## src/rtl/lerp_if.sv

```systemverilog
// Sample/ratio input bundle and result output of the linear interpolator.
// The master drives samples and ratio; the slave (lerp) returns the result.
interface lerp_if #(
  parameter int INPUT_BITS      = 16,
  parameter int RATIO_FRAC_BITS = 8
) ();
  logic                       in_valid;
  logic [INPUT_BITS-1:0]      ina;
  logic [INPUT_BITS-1:0]      inb;
  logic [RATIO_FRAC_BITS-1:0] ratio;
  logic                       out_valid;
  logic [INPUT_BITS-1:0]      out;

  modport master (output in_valid, ina, inb, ratio, input out_valid, out);
  modport slave  (input in_valid, ina, inb, ratio, output out_valid, out);
endinterface

```

## src/rtl/lerp.sv

```systemverilog
// Two-stage unsigned linear interpolator: out = floor((ina*r + inb*(R-r)) / R).
// Accepts one sample per clock; out_valid qualifies out two clocks after in_valid.
module lerp #(
  parameter int INPUT_BITS      = 16,
  parameter int RATIO_FRAC_BITS = 8
) (
  input logic   clk,
  input logic   reset_n,
  lerp_if.slave bus
);
  localparam int N = INPUT_BITS;
  localparam int F = RATIO_FRAC_BITS;
  localparam int P = N + F;

  // R - ratio needs F+1 bits so that ratio=0 yields exactly R.
  logic [F:0]   w_inv_ratio;
  logic [P-1:0] w_pa;
  logic [P:0]   w_pb;
  logic [P:0]   w_sum;

  logic [P-1:0] r_pa;
  logic [P:0]   r_pb;
  logic         r_v1;
  logic [N-1:0] r_out;
  logic         r_out_valid;

  assign w_inv_ratio = {1'b1, {F{1'b0}}} - {1'b0, bus.ratio};
  assign w_pa        = P'(bus.ina) * P'(bus.ratio);
  assign w_pb        = (P+1)'(bus.inb) * (P+1)'(w_inv_ratio);
  assign w_sum       = (P+1)'(r_pa) + r_pb;

  // NOTE: all pipeline state uses non-blocking assignments so both stages
  // sample the previous cycle's values on the same edge.
  always_ff @(posedge clk) begin
    if (!reset_n) begin
      r_pa        <= '0;
      r_pb        <= '0;
      r_v1        <= 1'b0;
      r_out       <= '0;
      r_out_valid <= 1'b0;
    end else begin
      r_pa        <= w_pa;
      r_pb        <= w_pb;
      r_v1        <= bus.in_valid;
      // The sum never exceeds (2^N-1)*R, so bits [P-1:F] hold the full result.
      r_out       <= N'(w_sum >> F);
      r_out_valid <= r_v1;
    end
  end

  assign bus.out       = r_out;
  assign bus.out_valid = r_out_valid;
endmodule

```

## src/flat_wrapper.sv

```systemverilog
// flat-port wrapper written by rule: the top's interface ports become plain ports
module lerp_flat 
#(
  parameter int INPUT_BITS      = 16,
  parameter int RATIO_FRAC_BITS = 8
)
  (clk, reset_n, bus_in_valid, bus_ina, bus_inb, bus_ratio, bus_out_valid, bus_out);
  lerp_if #(.INPUT_BITS(INPUT_BITS), .RATIO_FRAC_BITS(RATIO_FRAC_BITS)) bus_i ();
  input logic clk;
  input logic reset_n;
  input wire logic [$bits(bus_i.in_valid)-1:0] bus_in_valid;
  input wire logic [$bits(bus_i.ina)-1:0] bus_ina;
  input wire logic [$bits(bus_i.inb)-1:0] bus_inb;
  input wire logic [$bits(bus_i.ratio)-1:0] bus_ratio;
  output wire logic [$bits(bus_i.out_valid)-1:0] bus_out_valid;
  output wire logic [$bits(bus_i.out)-1:0] bus_out;
  assign bus_i.in_valid = bus_in_valid;
  assign bus_i.ina = bus_ina;
  assign bus_i.inb = bus_inb;
  assign bus_i.ratio = bus_ratio;
  assign bus_out_valid = bus_i.out_valid;
  assign bus_out = bus_i.out;
  lerp #(.INPUT_BITS(INPUT_BITS), .RATIO_FRAC_BITS(RATIO_FRAC_BITS)) u_core (.clk(clk), .reset_n(reset_n), .bus(bus_i));
endmodule
```

## config.mk

```make
export PLATFORM = sky130hd
export DESIGN_NAME = lerp_flat
export DESIGN_NICKNAME = d
export VERILOG_FILES = /design/src/rtl/lerp_if.sv /design/src/rtl/lerp.sv /design/src/flat_wrapper.sv
export SDC_FILE = /design/constraint.sdc
export NUM_CORES = 1
export LEC_CHECK = 0
export CAP_MARGIN = 5
export CORE_AREA = 2 2 155 157
export DETAILED_ROUTE_END_ITERATION = 8
export DIE_AREA = 0 0 157 159
export HOLD_SLACK_MARGIN = 0.1
export PLACE_DENSITY = 0.69
export SLEW_MARGIN = 20
export SYNTH_ARGS = -nofsm -noshare
export SYNTH_HDL_FRONTEND = slang
export SYNTH_SLANG_ARGS = --single-unit
```

## constraint.sdc

```tcl
create_clock -name clk -period 8.4 [get_ports clk]
set_input_delay 1.26 -clock clk [delete_from_list [all_inputs] [get_ports clk]]
set_output_delay 1.26 -clock clk [all_outputs]
set_load 0.01 [all_outputs]
```

* Word-level counts from Yosys, hierarchy flattened
Index checks and enable logic that the tools add are counted.
** Storage, ports and cells
- Flip-flop bits (word level) :: 66
- Input bits :: 43
- Output and inout port bits :: 17
- Logic and storage cells :: 9
** Operators by class
- $add $sub $neg :: 2
- Multiply operators :: 2
** Operators by type and width (count)
- $add 24x24->24 :: 1
- $mul 16x8->24 :: 1
- $mul 16x9->24 :: 1
- $sub 9x8->9 const A :: 1

* Depth between registers and ports, before layout
Gate-level depths: netlist (run 1).
- Depth after elaboration :: 2
- Mapped depth :: 22

* Worst setup path before layout (run 1)
Ideal clock, no wire load.
- Kind :: input -> register
- Start point :: in bus_ratio[1]
- End point :: reg u_core.r_pb[22]
- Library setup time :: 0.079 ns
- Arrival time :: 6.378 ns
- Data required time :: 8.321 ns
- Setup slack :: 1.943 ns
- Stages :: 22
- Buffers on the path :: 2
- Path through :: clkbuf_1 -> inv_1 -> ha_1 -> nor2b_1 -> nand2_1 -> xor2_1 -> clkbuf_1 -> nand2_1 -> fa_1 -> fa_1 -> inv_1 -> fa_1 -> inv_1 -> fa_1 -> inv_1 -> ha_1 -> o211ai_2 -> a21oi_1 -> o41a_1 -> o2111a_1 -> or4b_1 -> o211ai_1
** On the way
- Word-level cells in the longest chain between the ends :: 2
** Ends and longest elaborated chain
- from (decl) :: line flat_wrapper.sv:14 : input wire logic [$bits(bus_i.ratio)-1:0] bus_ratio;
- $sub 9x8->9 :: line lerp.sv:27 : assign w_inv_ratio = {1'b1, {F{1'b0}}} - {1'b0, bus.ratio};
- $mul 16x9->24 :: line lerp.sv:29 : assign w_pb = (P+1)'(bus.inb) * (P+1)'(w_inv_ratio);
- to (signal assigned) :: line lerp.sv:43 : r_pb <= w_pb;
- to (decl) :: line lerp.sv:22 : logic [P:0] r_pb;
Every way passes these cells.
A chain may end at the register's enable or synchronous reset.

* Worst setup path in the final report (run 1)
- Start point :: in bus_ratio[3]
- End point :: reg u_core.r_pb[22]
Same word-level chain as after synthesis.

==> results of run 1 <==
## cell type report
cell class / count / area share (%)
clock buffers: 9 / 1.78
clock inverters: 7 / 0.683
multi-input cells: 1013 / 72.0
repair buffers: 74 / 5.52
flip-flops and latches: 66 / 10.5
well taps: 319 / 3.16
inverters: 216 / 6.42
## sequential cells by signal, summed over array words and instances, names as in the netlist
| name | count |
|---|---|
| u_core.bus.out | 16 |
| u_core.r_pa | 24 |
| u_core.r_v1 | 1 |
| u_core.bus.out_valid | 1 |
| u_core.r_pb | 24 |
## cell usage after synthesis (all sizes together) (2+ instances only)
| master | instances | area, sq um |
|---|---|---|
| a211o | 2 | 17.5 |
| a211oi | 5 | 37.5 |
| a21boi | 5 | 37.5 |
| a21o | 29 | 218 |
| a21oi | 62 | 310 |
| a221o | 2 | 20.0 |
| a31oi | 4 | 25.0 |
| and2 | 159 | 995 |
| and3 | 7 | 43.8 |
| buf | 6 | 23.8 |
| clkbuf | 47 | 176 |
| dfxtp | 66 | 1320 |
| fa | 182 | 3640 |
| ha | 110 | 1380 |
| inv | 216 | 811 |
| mux2i | 17 | 170 |
| nand2 | 187 | 702 |
| nand2b | 19 | 119 |
| nand3 | 14 | 70.1 |
| nand4 | 12 | 75.1 |
| nand4b | 3 | 26.3 |
| nor2 | 51 | 191 |
| nor2b | 5 | 31.3 |
| nor3 | 20 | 100 |
| nor4 | 2 | 12.5 |
| o2111ai | 2 | 17.5 |
| o211a | 2 | 20.0 |
| o211ai | 6 | 50.1 |
| o21a | 11 | 82.6 |
| o21ai | 30 | 150 |
| o21bai | 7 | 52.6 |
| o31ai | 3 | 22.5 |
| o41a | 3 | 33.8 |
| or3 | 4 | 25.0 |
| xnor2 | 17 | 149 |
| xor2 | 16 | 140 |
## routing by layer
metal	up-vias	GRT usage, %	wire [um]
met3	32	2.37	1080
li1	4317	-	-
met1	4341	29.7	11800
met4	0	4.75	393
met5	-	0	0
met2	212	36.1	12100
## critical path: stages
cell and delay, ns:
clkdlybuf4s50_1 0.45, buf_4 0.21, nor2_1 0.09, nand3_1 0.11
nor2_1 0.06, xnor2_1 0.74, buf_4 0.28, nand2_1 0.07
fa_1 0.48, fa_1 0.55, inv_1 0.05, fa_1 0.48
inv_1 0.05, fa_1 0.47, inv_1 0.04, ha_1 0.33
o211ai_2 0.09, a21oi_1 0.08, o41a_1 0.44, o2111a_1 0.29
or4b_1 0.52, o211ai_1 0.11
## per-stage QoR
step           hold WS [ns]  utilization (%)  std cells
2_1_floorplan         0.412                -       1348
3_3_place_gp          0.420             53.2       1688
3_5_place_dp          0.425             53.2       1688
4_1_cts               0.453             54.5       1704
5_1_grt               0.482             54.5       1704
6_report              0.444             54.5       1704
## cells by family (layout without fill, tap and decap cells)
family | count (synthesis) | in the layout | share of synthesized area (%)
DFF | 66 | 66 | 11.6
adders and majority gates | 292 | 292 | 43.9
muxes | 17 | 17 | 1.49
buffers and inverters | 269 | 306 | 8.85
xor gates and xnor gates | 33 | 33 | 2.53
AOI/OAI and AO/OA | 183 | 183 | 10.4
and+or+nand+nor | 488 | 488 | 21.3
## report_power, final
| part | switching [mW] | internal [mW] |
|---|---|---|
| sequential | 0.0404 | 0.437 |
| clock | 0.152 | 0.236 |
| combinational | 1.67 | 1.20 |
| total | 1.86 | 1.87 |
## worst max path at each step
stage / to / cells past startpoint
floorplan: u_core.r_pb[22] / 22
global placement: u_core.r_pb[22] / 22
detailed placement: u_core.r_pb[22] / 22
CTS: u_core.r_pb[22] / 22
global route: u_core.r_pb[22] / 22
finish: u_core.r_pb[22] / 22
==> results by group, run 1 <==
Floorplan
  • Initial Util: 49.3%
  • Die area: 0.0250 sq mm
  • I/O pin cnt: 60
  • Core Area: 0.0232 sq mm
  • Cell Rows: 56
  • Die Span Y: 159 um
  • Die X-Extent: 157 um

Logic synthesis
  • #FFs+latches synth: 66
  • Distinct cells, synth: 53
  • Async set-reset flop share out of synthesis: 0%
  • EDFF count, synth: 0
  • Synth Warn #: 0
  • Synthesized cell area: 0.0114 sq mm
  • Syn Area/Cell: 8.48 sq um
  • Gate Count Post-Synth: 1348
  • Synth Net Count: 1683
  • Prevailing post-synth register cell: dfxtp_1
  • Register area share after synthesis: 11.6%

Cells and area
  • Nets: 1715
  • Register area: 0.00132 sq mm
  • Commonest non-fill, non-tap cell in the layout: inv_1
  • Share of layout cells above drive strength 1: 2.60%
  • # diodes: 0
  • Area of the multi-input gates: 0.00910 sq mm
  • Fill cells: 2161
  • Most frequent cells in the layout: inv_1, nand2_1, fa_1, and2_1, ha_1
  • Final Cell Area: 0.0126 sq mm
  • Area grow syn2layout: 10.6%

Clocking
  • Clock transition at path regs: 0.06 ns
  • CTS Hold Buffers Added: 0
  • Worst skew pair latency: 0.34 ns
  • # H-tree levels: 3
  • Clock Path Buffers: 2
  • CTS buffer count: 9
  • CTS resizes: 0
  • CTS root buf: clkbuf_16
  • CTS sink cnt: 66
  • Setup Fix Bufs, Post-CTS: 0
  • TritonCTS clock tree: done

Detailed routing
  • Number of vias in the routed layout: 8902
  • Detailed Route WL: 25.4 mm
  • Routed WL per cell: 14.9 um
  • DRT iter0 DRCs: 464
  • Final antenna-violating net count: 0
  • DRC viols: 0
  • Vias per cell: 5.22
  • First-pass detailed-route iteration total: 5

STA
  • Max-slew headroom: 36.8%
  • RSZ-0062 raised after global routing: false
  • Final min period: 7.00 ns
  • Final hold vios: 0
  • Worst-Margin Slew: 0.941 ns
  • Pins Over Slew Limit: 0
  • Final setup margin: 1.40 ns
  • Setup violations, final: 0
  • Clk_skew: 0.00842 ns
  • Period utilization: 83.3%
  • Setup tns final: 0 ns
  • Max Fclk: 0.143 GHz

Critical path
  • Reg2reg start: u_core.r_pa[1]
  • Startpoint Class: input port
  • Critical Path RT: 8.66 ns
  • FF-to-FF setup slack: 6.01 ns
  • R2R depth: 7
  • RR Endpoint: u_core.bus.out[15]
  • Crit end category: register
  • Crit Path Max Fanout: 19
  • Worst Path Arrival: 7.26 ns
  • WS Path Type: input port to register
  • Worst Setup SP: bus_ratio[3]

GRT
  • Initial antenna violation count: 0
  • Vias in the first global route: 9338
  • Grt ovf: 0
  • GRT Total Usage: 21.4%
  • First-pass GRT wire length: 44.3 mm
  • Largest net degree at the start of global routing: 53

Power and ir drop
  • Overall power: 3.73 mW
  • LEAKAGE: 6.26 nW
  • Power Dens Cells: 295 mW/mm^2
  • Peak VDD IR: 0.168 mV

Placement
  • I/O Buffers: 59
  • Area after DPL: 0.0123 sq mm
  • HPWL Detailed: 20.5 mm
  • GP Congestion: 0.851
  • Dpl ws: 0.983 ns

Min path
  • Hold Crit Endpoint: u_core.bus.out_valid
  • Hold Path Cell Cnt: 1
  • Tightest Hold Check Type: register to register
  • HP Start: u_core.r_v1

Job
  • Max-cap violations: 0

Status
  • Outcome: finished clean
Note: power is estimated with default switching activity, not from simulation.
==> run 2: changes to the inputs <==
clock period = 7.3 ns   (was 8.4 ns; I/O delays follow)
==> results by group, run 2 (same netlist as run 1, synthesis figures left out) <==
Detailed routing
  • Final antenna-violating net count: 0 (unchanged)
  • First-pass detailed-route iteration total: 5 (unchanged)
  • Vias per cell: 5.19 (-0.70%)
  • Number of vias in the routed layout: 8855 (-0.53%)
  • DRT iter0 DRCs: 469 (+1.1%)
  • Routed WL per cell: 14.8 um (-0.86%)
  • DRC viols: 0 (unchanged)
  • Detailed Route WL: 25.2 mm (-0.69%)

Status
  • Outcome: finished clean

Critical path
  • WP buf/inv: 5 (-1)
  • Critical Path RT: 7.56 ns (-1.10 ns)
  • Startpoint Class: input port
  • Slowest cell delay on critical path: 0.70 ns (-0.04 ns)
  • CP top delay family: adder cells
  • Crit-path slowest cell: xnor2_1
  • WS Path Type: input port to register
  • Crit Path Max Fanout: 11 (-8)
  • Crit end category: register
  • Worst Path Arrival: 6.73 ns (-0.53 ns)
  • Ordered list of cells on the worst path: clkdlybuf4s50_1, inv_1, nand3_1, nor4_1, xnor2_1, nand2_1, fa_1, fa_1, inv_1, fa_1, inv_1, fa_1, inv_1, ha_1, o211ai_2, a21oi_1, o41a_1, o2111a_1, or4b_1, o211ai_1

GRT
  • First-pass GRT wire length: 44.2 mm (-0.28%)
  • Initial antenna violation count: 0 (unchanged)
  • Vias in the first global route: 9241 (-1.0%)
  • Largest net degree at the start of global routing: 53 (unchanged)
  • GRT Total Usage: 21.5% (+0.093 points)
  • Grt ovf: 0 (unchanged)

Clocking
  • # H-tree levels: 3 (unchanged)
  • CTS buffer count: 9 (unchanged)
  • CTS sink cnt: 66 (unchanged)
  • CTS Hold Buffers Added: 0 (unchanged)
  • Clock Path Buffers: 2 (unchanged)
  • Setup Fix Bufs, Post-CTS: 0 (unchanged)
  • Worst skew pair latency: 0.33 ns (about the same)
  • CTS root buf: clkbuf_16
  • CTS resizes: 0 (unchanged)
  • TritonCTS clock tree: done
  • Clock transition at path regs: 0.06 ns (about the same)

Placement
  • GP Congestion: 0.838 (-1.6%)
  • I/O Buffers: 59 (unchanged)
  • Area after DPL: 0.0124 sq mm (+0.28%)
  • HPWL Detailed: 20.6 mm (+0.28%)

Cells and area
  • Commonest non-fill, non-tap cell in the layout: inv_1
  • Nets: 1718 (+0.17%)
  • Most frequent cells in the layout: inv_1, nand2_1, fa_1, and2_1, ha_1
  • Area grow syn2layout: 10.8%
  • Share of layout cells above drive strength 1: 2.81% (+0.21 points)
  • Fill cells: 2165 (+0.19%)
  • # diodes: 0 (unchanged)
  • Register area: 0.00132 sq mm (unchanged)
  • Area of the multi-input gates: 0.00910 sq mm (unchanged)
  • Final Cell Area: 0.0127 sq mm (+0.22%)
  • Final core utilization: 54.6% (+0.12 points)

STA
  • Clk_skew: 0.00811 ns (-0.000312 ns)
  • Pins Over Slew Limit: 0 (unchanged)
  • Max Fclk: 0.154 GHz
  • Setup tns final: 0 ns (unchanged)
  • Setup violations, final: 0 (unchanged)
  • Final hold vios: 0 (unchanged)
  • Worst-Margin Slew: 0.882 ns (-0.0586 ns)
  • RSZ-0062 raised after global routing: false
  • Period utilization: 88.7%
  • Max-slew headroom: 40.8% (+3.9 points)
  • Final min period: 6.47 ns

Power and ir drop
  • Power Dens Cells: 339 mW/mm^2 (+15%)
  • Peak VDD IR: 0.158 mV (-5.9%)
  • LEAKAGE: 6.27 nW (+0.28%)
  • Overall power: 4.29 mW (+15%)

Floorplan
  • Die Span Y: 159 um (unchanged)
  • Initial Util: 49.3% (unchanged)
  • Die X-Extent: 157 um (unchanged)
  • Die area: 0.0250 sq mm (unchanged)
  • Core Area: 0.0232 sq mm (unchanged)
  • Cell Rows: 56 (unchanged)
  • I/O pin cnt: 60 (unchanged)

Job
  • Max-cap violations: 0 (unchanged)

Min path
  • Tightest Hold Check Type: register to register
-- run 2: path summary, 6_finish.rpt --
kind,start,to,slack [ns],cells after the start
worst max-delay path,bus_ratio[1],u_core.r_pb[22],0.83,20
worst min-delay path,u_core.r_v1,u_core.bus.out_valid,0.44,1
worst max register to register,u_core.r_pb[1],u_core.bus.out[15],4.94,7
worst min register to register,u_core.r_v1,u_core.bus.out_valid,0.44,1
-- run 2: through the flow --
step	std cells	hold WS [ns]	setup slack [ns]
2_1_floorplan	1348	0.412	1.01
6_report	1707	0.443	0.825
3_3_place_gp	1691	0.420	0.529
5_1_grt	1707	0.460	0.578
4_1_cts	1707	0.449	0.817
3_5_place_dp	1691	0.425	0.481
-- run 2: final cells by class --
class / instances / share of cell area, %
clock inverter: 6 / 0.514
sequential: 66 / 10.4
multi-input combinational: 1013 / 71.8
timing repair buffer: 77 / 5.79
clock buffer: 10 / 1.89
inverter: 216 / 6.40
tap: 319 / 3.15
-- run 2: metal layers --
metal | vias to the layer above | track usage [%] | routed length [um]
met5 | - | 0 | 0
met4 | 0 | 3.42 | 239
met3 | 17 | 2.40 | 1040
met2 | 193 | 37.8 | 12400
met1 | 4318 | 29.1 | 11500
li1 | 4327 | - | -
-- run 2: power breakdown --
group | internal (mW) | total [mW] | switching (mW)
registers | 0.503 | 0.547 | 0.0441
clock network | 0.274 | 0.429 | 0.155
logic | 1.40 | 3.32 | 1.92
total | 2.17 | 4.29 | 2.12
==> RTL change 1, RTL diff (settings of run 1) <==
`RATIO_FRAC_BITS` is set to 8 in 3 places; all go to 10.
--- a/src/rtl/lerp_if.sv
+++ b/src/rtl/lerp_if.sv
@@ -3,5 +3,5 @@
 interface lerp_if #(
   parameter int INPUT_BITS      = 16,
-  parameter int RATIO_FRAC_BITS = 8
+  parameter int RATIO_FRAC_BITS = 10
 ) ();
   logic                       in_valid;
--- a/src/rtl/lerp.sv
+++ b/src/rtl/lerp.sv
@@ -3,5 +3,5 @@
 module lerp #(
   parameter int INPUT_BITS      = 16,
-  parameter int RATIO_FRAC_BITS = 8
+  parameter int RATIO_FRAC_BITS = 10
 ) (
   input logic   clk,
--- a/src/flat_wrapper.sv
+++ b/src/flat_wrapper.sv
@@ -3,5 +3,5 @@
 #(
   parameter int INPUT_BITS      = 16,
-  parameter int RATIO_FRAC_BITS = 8
+  parameter int RATIO_FRAC_BITS = 10
 )
   (clk, reset_n, bus_in_valid, bus_ina, bus_inb, bus_ratio, bus_out_valid, bus_out);
Interface: changed (resized bus_ratio); port bits go from 60 to 62. The function was not compared with the original's and may differ.
==> RTL change 1 against run 1 <==
  * Sequential cell count is 4 higher
  * Total power is 30% higher
  * Critical path depth fell by 2
  * Design area up 14%
  * Wire length is 8.5% higher
  * Worst setup slack worse by 730 ps
  * Area after synthesis rose by 16%
  * Clock power down 4%
  * Maximum frequency shrank 9.5%
==> RTL change 1: results (changes against run 1) <==
STA
  – Worst-Margin Slew: 1000 ps (+62.7 ps)
  – Post-Route Skew: 8.26 ps (-0.167 ps)

Placement
  – Port-buffer cells: 61 (+3.4%)
  – Gpl congestion: 0.889 (+4.4%)

Route
  – WL met1: 12.2 mm (+2.9%)
  – Drt total wl: 27.5 mm (+8.5%)
  – Detailed-route via count: 9776 (+9.8%)
  – Met3 WL: 1.03 mm (-3.8%)
  – Initial detailed-routing violation count: 412 (-11%)
  – Pre-Repair DR Iteration Count: 7 (+2)

Global route
  – Met2 Usage GRT: 0.420 (+0.0592)
  – Vias in the first global route: 10.5k (+13%)
  – GRT Total Usage: 0.240 (+0.0262)
  – Met1 Use GR: 0.325 (+0.0272)
  – Largest net degree at the start of global routing: 78 (+47%)
  – First-pass GRT wire length: 48.8 mm (+10%)

Layout
  – Area grow syn2layout: 9.03%
  – Antenna Cells: 0 (unchanged)
  – Share of layout cells above drive strength 1: 0.0325 (+0.00652)
  – Fillers: 2059 (-4.7%)

Synthesis
  – Netlist cell types: 58 (+9.4%)
  – Complex-gate fraction of the synthesized area: 0.0713 (-0.0325)
  – Sequential share of the synthesized area: 0.106 (-0.00955)
  – Top post-synthesis cells by area: fa_1, ha_1, dfxtp_1
  – Adder-Cell Fraction of Synth Area: 0.495 (+0.0555)
  – Synth Area in XOR/XNOR: 0.0338 (+0.00852)
  – Commonest cells in the netlist: inv_1, fa_1, nand2_1
  – Mux share of post-synthesis cell area: 0.00237 (-0.0125)

Setup path
  – Crit-path slowest cell: fa_1
  – Delay of the slowest critical-path stage: 560 ps (-180 ps)
  – Signal arrival time at the worst endpoint: 7960 ps (+700 ps)

Status
  – Status: completed

Power
  – Clock power frac: 0.077 (-0.027)
  – IR drop worst, VDD: 0.303 mV (+80%)
  – Combinational share of power: 0.815 (+0.047)
  – Switching share of power: 0.472 (-0.0254)
  – Power Dens Cells: 336 nW/µm² (+14%)
  – Leak: 7.16 nW (+14%)
-- RTL change 1: cell count changes after synthesis, sizes merged, moves of 9 or more --
cell	run 1	this run
nand4	12	3
nand2	187	212
fa	182	234
and2	159	200
nor2	51	31
ha	110	148
a21oi	62	49
clkbuf	47	65
inv	216	238
xnor2	17	36
a21o	29	19
nand2b	19	9
mux2i	17	2
-- RTL change 1: worst max-delay path: cells and delay by family --
| family | cells | cell delay, ps |
|---|---|---|
| AOI/OAI and AO/OA | 4 | 1050 |
| adders and majority gates | 6 | 2810 |
| and+or+nand+nor | 5 | 1230 |
| muxes | 1 | 260 |
| xor gates and xnor gates | 1 | 480 |
| buffers and inverters | 3 | 860 |
-- RTL change 1: worst paths after layout --
| path | from | to | slack [ps] | cells past startpoint |
|---|---|---|---|---|
| hold reg to reg | u_core.r_v1 | u_core.bus.out_valid | 450 | 1 |
| setup reg to reg | u_core.r_pb[11] | u_core.bus.out[14] | 5830 | 10 |
| hold / removal | u_core.r_v1 | u_core.bus.out_valid | 450 | 1 |
| setup / recovery | bus_ratio[4] | u_core.r_pb[25] | 670 | 20 |
-- RTL change 1: stage by stage --
step	cells	setup slack, ps	cell area [µm²]	util
after floorplan	1480	1130	13200	-
after global placement	1810	355	14100	0.608
after detailed placement	1810	276	14100	0.608
after CTS	1826	606	14400	0.621
after global routing	1826	321	14400	0.621
final	1826	667	14400	0.621
-- RTL change 1: cell type report --
cell class / instances / area share
sequential: 70 / 0.0973
clock inverter: 6 / 0.00486
timing repair buffer: 80 / 0.0519
tap: 319 / 0.0277
multi-input combinational: 1103 / 0.740
clock buffer: 10 / 0.0159
inverter: 238 / 0.0620
==> RTL change 2, RTL diff (flow settings as in run 1) <==
Made on the original files. Take the reset off `r_pa` and `r_pb` and load them in a clocked block of their own.
--- a/src/rtl/lerp.sv
+++ b/src/rtl/lerp.sv
@@ -34,12 +34,8 @@
   always_ff @(posedge clk) begin
     if (!reset_n) begin
-      r_pa        <= '0;
-      r_pb        <= '0;
       r_v1        <= 1'b0;
       r_out       <= '0;
       r_out_valid <= 1'b0;
     end else begin
-      r_pa        <= w_pa;
-      r_pb        <= w_pb;
       r_v1        <= bus.in_valid;
       // The sum never exceeds (2^N-1)*R, so bits [P-1:F] hold the full result.
@@ -49,4 +45,9 @@
   end
 
+  always_ff @(posedge clk) begin
+    r_pa <= w_pa;
+    r_pb <= w_pb;
+  end
+
   assign bus.out       = r_out;
   assign bus.out_valid = r_out_valid;
Formal check against the unedited RTL: not equivalent (Yosys sat finds a counterexample within 4 cycles, from zero or initial values and one cycle with reset_n low).
==> RTL change 2 against run 1 <==
  * Worst setup slack worse by 60 ps
  * Critical path type unchanged
  * Sequential cell count did not move
  * Utilization decreased by 3.1 points
  * Design area down 5.7%
  * Total power is essentially flat
  * Area after synthesis shrank 6.7%
  * Count of clock-buffer cells in the layout is 1 higher
  * First-iteration DRC count down 37%
  * Largest cell class unchanged
  * Wire length shrank 14%
  * Critical path depth rose by 1
  * Via count fell by 12%
  * Final cell count is 8.3% lower
==> RTL change 2: results (changes against run 1) <==
Status
  – Status: completed

Synthesis
  – Syn_nets: 1524 (-9.4%)
  – Adder-Cell Fraction of Synth Area: 0.471 (+0.0315)
  – Synth Flop Type: dfxtp_1
  – Mux share of post-synthesis cell area: 0 (-0.0149)
  – Complex-gate fraction of the synthesized area: 0.0776 (-0.0262)
  – Netlist cell types: 53 (unchanged)
  – Top post-synthesis cells by area: fa_1, ha_1, dfxtp_1
  – Commonest cells in the netlist: inv_1, fa_1, and2_1
  – Synth Area in XOR/XNOR: 0.0444 (+0.0191)
  – Sequential share of the synthesized area: 0.124 (+0.00830)

Clocking
  – CTS root buffer: clkbuf_16
  – Clock Path Buffers: 2 (unchanged)
  – Cts repair resizes: 0 (unchanged)
  – Post-CTS Setup Inserts: 0 (unchanged)
  – Reg clk slew, reported paths: ~50 ps
  – Clock Latency Late Sink: 320 ps (-20 ps)
  – H-tree depth: 3 (unchanged)

Layout
  – Fillers: 2166 (+0.23%)
  – Share of layout cells above drive strength 1: 0.0370 (+0.0110)
  – Final #Nets: 1573 (-8.3%)

Min path
  – Worst Hold Class: register to register

Setup path
  – Crit path max fanout: 7 (-12)
  – WP data required: 8650 ps (about the same)

Route
  – Initial detailed-routing violation count: 294 (-37%)
  – Routed length per instance: 14.0 µm (-5.8%)
  – Detailed-route via count: 7871 (-12%)

Global route
  – Vias in the first global route: 8167 (-13%)
  – First-pass GRT wire length: 38.0 mm (-14%)
  – GRT Total Usage: 0.187 (-0.0276)
  – Largest net degree at the start of global routing: 34 (-36%)
  – Antenna violations before repair: 0 (unchanged)

Placement
  – Final HPWL DP: 18.3 mm (-11%)
  – Gpl congestion: 0.867 (+1.9%)

STA
  – Post-Route Skew: 4.01 ps (-4.42 ps)
  – Slew HR: 0.440 (+0.0721)

Power
  – IR drop worst, VDD: 0.157 mV (-6.8%)
  – Switching share of power: 0.463 (-0.0348)
  – Leak: 5.81 nW (-7.1%)
-- RTL change 2: logic make-up (layout without fill, tap and decap cells) --
group / count (synthesis) / count (layout)
flops: 66 / 66
simple gates: 402 / 402
fa+ha+maj: 292 / 292
xor+xnor: 54 / 54
compound gates: 125 / 125
buf+inv: 250 / 304
-- RTL change 2: metrics by stage --
step	total power [mW]	cells	setup WS, ps	cell area [µm²]
after floorplan	2.77	1189	1880	10700
after global placement	3.31	1546	1090	11600
after detailed placement	3.37	1546	957	11600
after CTS	3.75	1562	1270	11900
after global routing	4.18	1562	835	11900
final	3.73	1562	1340	11900
-- RTL change 2: power groups by stage --
stage	clock network (mW)	registers [mW]	logic, mW
floorplan	0	0.545	2.23
global placement	0	0.553	2.76
detailed placement	0	0.552	2.82
CTS	0.359	0.547	2.85
global route	0.377	0.558	3.25
finish	0.353	0.546	2.83
-- RTL change 2: worst max-delay path, stage by stage --
cell             delay (ps)
clkdlybuf4s50_1         490
inv_1                   130
ha_1                    180
nand2_1                  80
or3_1                   350
nor3_1                  570
nand2_1                 150
fa_1                    470
fa_1                    490
inv_1                    50
fa_1                    470
inv_1                    50
fa_1                    470
inv_1                    40
ha_1                    310
o21ai_0                 180
nand2_1                  90
a31oi_1                 250
a21oi_1                 170
a221oi_1                400
o21ai_0                 200
a211oi_1                320
xnor2_1                 150
-- RTL change 2: metal layers --
| layer | share of wire | up-vias | GRT usage |
|---|---|---|---|
| li1 | - | 3787 | - |
| met1 | 0.45 | 3915 | 0.253 |
| met2 | 0.49 | 149 | 0.318 |
| met3 | 0.049 | 20 | 0.0318 |
| met4 | 0.0092 | 0 | 0.0313 |
| met5 | 0 | - | 0 |
-- RTL change 2: path summary, 6_finish.rpt --
| check | from | cells after the start | slack [ps] | endpoint |
|---|---|---|---|---|
| min reg2reg | u_core.r_v1 | 1 | 450 | u_core.bus.out_valid |
| min | u_core.r_v1 | 1 | 450 | u_core.bus.out_valid |
| max reg2reg | u_core.r_pa[13] | 9 | 5600 | u_core.bus.out[15] |
| max | bus_ratio[0] | 23 | 1340 | u_core.r_pb[23] |
-- RTL change 2: area by class of cell --
class	instances	area share
Clock buffer	10	0.0192
Clock inverter	6	0.00483
Inverter	215	0.0677
Multi-Input combinational cell	873	0.705
Sequential cell	66	0.111
Tap cell	319	0.0335
Timing Repair Buffer	73	0.0584
